`config.mk`:
```
export PLATFORM = sky130hd
export DESIGN_NAME = bcd_converter
export DESIGN_NICKNAME = d
export VERILOG_FILES = /design/src/rtl/bcd_converter.sv
export SDC_FILE = /design/constraint.sdc
export NUM_CORES = 1
export LEC_CHECK = 0
export ABC_CLOCK_PERIOD_IN_PS = 1700
export CAP_MARGIN = 10
export CORE_ASPECT_RATIO = 0.9
export CORE_MARGIN = 2
export CORE_UTILIZATION = 48
export CTS_CLUSTER_DIAMETER = 200
export CTS_CLUSTER_SIZE = 30
export DETAILED_ROUTE_END_ITERATION = 8
export PLACE_DENSITY_LB_ADDON = 0.08
export REMOVE_ABC_BUFFERS = 1
export SETUP_SLACK_MARGIN = 0.2
export SYNTH_ARGS = -nofsm -noshare
export SYNTH_HDL_FRONTEND = slang
export SYNTH_SLANG_ARGS = --single-unit
```
`constraint.sdc`:
```
create_clock -name clk -period 1.7 [get_ports clk]
set_clock_uncertainty 0.2 [all_clocks]
set_input_delay 0.34 -clock clk [delete_from_list [all_inputs] [get_ports clk]]
set_output_delay 0.34 -clock clk [all_outputs]
set_load 0.01 [all_outputs]
```
`src/rtl/bcd_converter.sv`:
```
// Sequential shift-add-3 binary-to-BCD converter for the Life generation/population display.
// Digits and overflow update only on completion, so the display mux never sees partial values.
module bcd_converter #(
  parameter int BIN_W = 14
) (
  input  logic             clk,
  input  logic             rst_n,
  input  logic [BIN_W-1:0] bin_in,
  input  logic             start,
  output logic             busy,
  output logic             done,
  output logic             overflow,
  output logic [3:0]       digit1,
  output logic [3:0]       digit2,
  output logic [3:0]       digit3,
  output logic [3:0]       digit4
);

  localparam int CNT_W = $clog2(BIN_W + 1);
  localparam logic [CNT_W-1:0] LAST_SHIFT = CNT_W'(BIN_W - 1);
  localparam logic [BIN_W-1:0] MAX_VAL = BIN_W'(9999);

  typedef enum logic [1:0] {IDLE, SHIFT, DONE} state_t;

  state_t           state, next_state;
  logic [BIN_W-1:0] operand;
  logic [15:0]      scratch;
  logic [15:0]      scratch_adj;
  logic [CNT_W-1:0] count;
  logic             ovf;
  logic             in_range_over;

  function automatic logic [3:0] add3_nibble(input logic [3:0] n);
    return (n >= 4'd5) ? n + 4'd3 : n;
  endfunction

  function automatic logic [15:0] add3_all(input logic [15:0] s);
    return {add3_nibble(s[15:12]), add3_nibble(s[11:8]),
            add3_nibble(s[7:4]),   add3_nibble(s[3:0])};
  endfunction

  // Only a 14-bit input can exceed 9999; narrower widths never clamp.
  assign in_range_over = ({{(32-BIN_W){1'b0}}, bin_in} > 32'd9999);
  assign scratch_adj   = add3_all(scratch);

  always_ff @(posedge clk) begin
    if (!rst_n) state <= IDLE;
    else        state <= next_state;
  end

  always_comb begin
    next_state = state;
    case (state)
      IDLE:    if (start) next_state = SHIFT;
      SHIFT:   if (count == LAST_SHIFT) next_state = DONE;
      DONE:    next_state = IDLE;
      default: next_state = IDLE;
    endcase
  end

  always_comb begin
    busy = (state == SHIFT);
  end

  always_ff @(posedge clk) begin
    if (!rst_n) begin
      operand  <= '0;
      scratch  <= '0;
      count    <= '0;
      ovf      <= 1'b0;
      done     <= 1'b0;
      overflow <= 1'b0;
      digit1   <= '0;
      digit2   <= '0;
      digit3   <= '0;
      digit4   <= '0;
    end else begin
      done <= 1'b0;
      case (state)
        IDLE: begin
          if (start) begin
            operand <= in_range_over ? MAX_VAL : bin_in;
            ovf     <= in_range_over;
            scratch <= '0;
            count   <= '0;
          end
        end
        SHIFT: begin
          scratch <= {scratch_adj[14:0], operand[BIN_W-1]};
          operand <= {operand[BIN_W-2:0], 1'b0};
          count   <= count + 1'b1;
        end
        DONE: begin
          digit1   <= scratch[3:0];
          digit2   <= scratch[7:4];
          digit3   <= scratch[11:8];
          digit4   <= scratch[15:12];
          overflow <= ovf;
          done     <= 1'b1;
        end
        default: ;
      endcase
    end
  end

endmodule

```
# Word-level counts from Yosys, hierarchy flattened
# Cells that the tools add are included.
# W data, S select, Z words.
word_totals:
  ff_bits: 55
  latchBits: 0
  ramBits: 0
  rom_bits: 0
  input_bits: 17
  output_inout_bits: 19
  word_cells: 46
  memories: 0
classes:
  addsub: 5
  mul: 0
  n_div: 0
  magnitude_cmp: 5
  n_eq_ne: 5
  shifts: 0
  n_mux: 15
  bitwise: 0
  reduce_logical: 5
op_table:
  columns: ["operator", "n"]
  rows:
  - ["$pmux W16 S2", 1]
  - ["$mux W14", 2]
  - ["$pmux W14 S2", 1]
  - ["$ge A4 B3 Y1 const B", 4]
  - ["$mux W16", 1]
  - ["$mux W4", 4]
  - ["$gt A14 B14 Y1 const B", 1]
  - ["$add A4 B2 Y4 const B", 3]
  - ["$pmux W4 S2", 1]
  - ["$reduce_and A2 Y1", 3]
  - ["$add A4 B1 Y4 const B", 1]
  - ["$eq A4 B4 Y1 const B", 1]
  - ["$mux W2", 2]
  - ["$pmux W2 S2", 1]
  - ["$add A3 B2 Y3 const B", 1]
  - ["$mux W3", 1]
  - ["$eq A2 B1 Y1 const B", 1]
  - ["$eq A2 B2 Y1 const B", 1]
  - ["$logic_not A2 Y1", 1]
  - ["$ne A2 B1 Y1 const B", 1]
  - ["$ne A2 B2 Y1 const B", 1]
  - ["$reduce_bool A2 Y1", 1]
  - ["$mux W1", 1]

# Depth between registers and ports, before layout
logic_depth:
  word_depth: 4
  depth_mapped: 6

# Worst setup path before layout
# Ideal clock, no wire load.
synth_timing:
  path_type: "register to register"
  start: "register scratch[9]"
  end: "register scratch[10]"
  setup_time_ps: 74
  arrival_ps: 1398
  required_time_ps: 1426
  slack_ps: 28
  path_stages_with_launch: 7
  period_less_slack_ps: 1672
  cell_sequence: "dfxtp_1 inv_1 ha_1 nand2b_1 a21oi_1 mux2_2 o21ai_0"
synth_via:
  elab_chain_cells: 3
synth_rtl:
  columns: ["element", "line_no", "text"]
  rows:
  - ["from (decl)", "27", "logic [15:0] scratch;"]
  - ["from (signal assigned)", "89", "scratch <= {scratch_adj[14:0], operand[BIN_W-1]};"]
  - ["$add A4 B2 Y4 or $ge A4 B3 Y1 (tied branches)", "34", "return (n >= 4'd5) ? n + 4'd3 : n;"]
  - ["$mux W4 *", "34", null]
  - ["$pmux W16 S2 *", "79", "case (state)"]
# Mark *: on every way between the ends. The rest lies on a longest branch, timed or not.
# A chain may end at the register's enable or synchronous reset.

# Final worst setup path
# Same ends and word-level chain as after synthesis.

==> flow_metrics.env <==
export IMPL_outcome="finished clean"
export IMPL_synth_seq_cells=55
export IMPL_yosys_most_used_dff="sky130_fd_sc_hd__dfxtp_1"
export IMPL_layout_drive_gt1_share_pct=32.77
export IMPL_area_inside_the_core_boundary_um2=4895
export IMPL_worst_slew_pin_slew_ns=0.3137
export IMPL_worstSkewPairLatency_ns=0.32
export IMPL_worst_r2r_setup_slack_ns=0.12
export IMPL_portion_of_the_post_synthesis_area_used_by_sequential_elements_pct=44.88
export IMPL_mapped_avg_cell_area_um2=8.826
export IMPL_finalCriticalPeriod_ns=1.578
export IMPL_place_gp_congestion=0.8155
export IMPL_synthArstFlopShare_pct=0
export IMPL_final_max_slew_viol_count=0
export IMPL_sink_of_the_worst_hold_path="operand[7]"
export IMPL_area_growth_pct=48.14
export IMPL_antenna_diode_count=0
export IMPL_cp_end_kind="register"
export IMPL_unrepaired_setup_endpoints_after_global_routing="yes"
export IMPL_detail_route_drc_violations=0
export IMPL_routed_wl_um=6299
export IMPL_drt_iter0_markers=140
export IMPL_grt_pass1_vias=2166
export IMPL_cts_reportedPaths_clkPinSlew_ns=0.10
export IMPL_grt_start_max_net_pins=28
export IMPL_worstPathArrival_ns=1.64
export IMPL_track_usage_pct=22.47
export IMPL_worst_hold_startpoint="bin_in[7]"
export IMPL_power_leakage_nw=1.457
export IMPL_layout_common_cells="49 x sky130_fd_sc_hd__nand2_1, 45 x sky130_fd_sc_hd__dfxtp_1, 35 x sky130_fd_sc_hd__buf_4"
export IMPL_drt_pass1_iterations=4
export IMPL_type_of_the_worst_setup_path="reg -> reg"
export IMPL_cts_buffers_inserted=5
export IMPL_numClockSinks=55
export IMPL_worst_vdd_rail_ir_drop_v=0.0004709
export IMPL_grt_antenna_before_repair=0
export IMPL_floorplan_io_pins=36
export IMPL_starting_density_of_the_core_pct=50.13
export IMPL_die_x_um=79.37
export IMPL_overall_die_height_um=71.83
export IMPL_r2r_end="scratch[10]"
export IMPL_finalHoldViolCount=0
export IMPL_max_cap_violations=0
export IMPL_crit_chain="inv_4 -> ha_4 -> nand2b_4 -> a21oi_4 -> mux2_4 -> o21ai_2"
export IMPL_holdCritPathClass="in -> reg"
export IMPL_critPathMaxFanout=3
export IMPL_finalPower_w=0.002540
export IMPL_wl_per_cell_um=15.03
export IMPL_layout_commonest_cell="sky130_fd_sc_hd__nand2_1"
export IMPL_synth_warnings=0
export IMPL_mappedNetlistArea_um2=2454
export IMPL_critPathMaxStageDelay_ns=0.36
export IMPL_rr_startpoint="scratch[9]"
export IMPL_cts_max_level=2
export IMPL_rows=24
export IMPL_critPathRequiredTime_ns=1.76
export IMPL_io_buffer_count=35
export IMPL_overflow=0
export IMPL_nNetsFinal=380
export IMPL_ff2ff_path_depth=6
export IMPL_finalSetupViolations=0
export IMPL_power_density_nw_per_um2=698.7
export IMPL_ctsHoldBuffers=0
export IMPL_max_slew_margin_rel_pct=79.09
export IMPL_clockBufferDepth=2
export IMPL_dp_final_hpwl_um=3813
export IMPL_detailroute_via_count=2241
export IMPL_tns_ns=0
export IMPL_tritoncts="yes"
export IMPL_ys_types=39
export IMPL_ant_nets=0
export IMPL_slowest_stage="sky130_fd_sc_hd__dfxtp_2"
export IMPL_final_design_area_no_fill_um2=3635
export IMPL_grt_pass1_wl_um=10040
export IMPL_min_delay_path_depth=4
export IMPL_startpoint_type="register"
export IMPL_gate_count_post_synth=278
export IMPL_root_buffer="sky130_fd_sc_hd__clkbuf_8"
export IMPL_die_area_um2=5700
export IMPL_post_drt_via_cell_ratio=5.348
export IMPL_placement_cell_area_um2=3064
export IMPL_post_route_clock_period_utilization_pct=92.84
export IMPL_synth_edff_count=0
export IMPL_fmaxAchievable_ghz=0.6336
through the flow:
stage | std cells | hold WS, ns | setup WS [ns] | utilization (%)
global placement | 398 | 0.2391 | -0.3045 | 62.60
floorplan | 264 | 0.2225 | 0.02646 | -
global route | 419 | 0.2789 | 0.08809 | 74.26
CTS | 416 | 0.2534 | 0.02104 | 71.17
finish | 419 | 0.2340 | 0.1216 | 74.26
detailed placement | 398 | 0.2427 | -0.3320 | 62.60
sequential cells by signal, summed over array words and instances (netlist names), 2 cells and up:
signal   count
state        2
digit2       4
digit3       4
scratch     16
count        4
digit1       4
digit4       4
operand     14
Yosys cell counts (3+ instances only):
master | count | area share (%)
sky130_fd_sc_hd__o221ai_1 | 7 | 2.5
sky130_fd_sc_hd__mux2_2 | 4 | 1.8
sky130_fd_sc_hd__nor3_1 | 4 | 0.82
sky130_fd_sc_hd__xnor2_1 | 4 | 1.4
sky130_fd_sc_hd__a21boi_0 | 22 | 6.7
sky130_fd_sc_hd__nor2b_1 | 8 | 2.0
sky130_fd_sc_hd__nor2_1 | 18 | 2.8
sky130_fd_sc_hd__nand3_1 | 5 | 1.0
sky130_fd_sc_hd__and2_1 | 3 | 0.76
sky130_fd_sc_hd__nand2b_1 | 6 | 1.5
sky130_fd_sc_hd__clkbuf_1 | 5 | 0.76
sky130_fd_sc_hd__o31ai_1 | 3 | 0.92
sky130_fd_sc_hd__inv_1 | 13 | 2.0
sky130_fd_sc_hd__dfxtp_1 | 55 | 45
sky130_fd_sc_hd__o21ai_0 | 17 | 3.5
sky130_fd_sc_hd__nand2_1 | 49 | 7.5
sky130_fd_sc_hd__a222oi_1 | 6 | 2.4
sky130_fd_sc_hd__xor2_1 | 3 | 1.1
sky130_fd_sc_hd__ha_1 | 10 | 5.1
sky130_fd_sc_hd__buf_2 | 7 | 1.4
sky130_fd_sc_hd__a21oi_1 | 9 | 1.8
logic make-up after synthesis:
group | after synthesis | share of synthesized area, %
fa+ha+maj | 10 | 5.099
simple gates | 102 | 19.84
compound gates | 72 | 20.60
buf+inv | 28 | 5.252
mux | 4 | 1.836
flops | 55 | 44.88
xor+xnor | 7 | 2.499
layer usage:
layer / global-route usage (%) / wire length (um)
met1: 28.20 / 2904
met2: 39.27 / 3035
met3: 3.526 / 241
met4: 8.046 / 117
met5: 0 / 0
critical path, delay by kind of cell (launching register included):
kind | cells | cell delay, ns
buffers and inverters | 1 | 0.05
adders and majority gates | 1 | 0.15
DFF | 1 | 0.36
AOI/OAI and AO/OA | 2 | 0.29
muxes | 1 | 0.33
and+or+nand+nor | 1 | 0.14
layout make-up:
class / instances / area, um2
multi-input cells: 195 / 1501
fillers: 339 / 1260
flip-flops and latches: 55 / 1121
repair buffers: 82 / 743.2
clock buffers: 6 / 82.58
well taps: 65 / 81.33
inverters: 14 / 70.07
clock inverters: 2 / 35.03
timing repair:
action	in CTS	in global routing
setup buffers	10	2
pin swaps	22	14
gates resized for setup	98	46
gates cloned	0	1
setup endpoints to repair	54	51
how the worst max path moves through the flow:
| stage | slack [ns] | startpoint | end | depth (start not counted) |
|---|---|---|---|---|
| final | 0.12 | scratch[9] | scratch[10] | 6 |
| after global routing | 0.09 | state[0] | operand[7] | 5 |
| after CTS | 0.02 | state[1] | busy | 3 |
| after detailed placement | -0.33 | start | operand[4] | 5 |
| after global placement | -0.30 | start | operand[7] | 5 |
| after floorplan | 0.03 | scratch[9] | scratch[10] | 6 |
report_power, final:
group | internal [W] | switching, W
sequential | 0.00132 | 0.0000255
combinational | 0.000146 | 0.000134
clock | 0.000477 | 0.000437
Note: power is estimated with default switching activity, not from simulation.
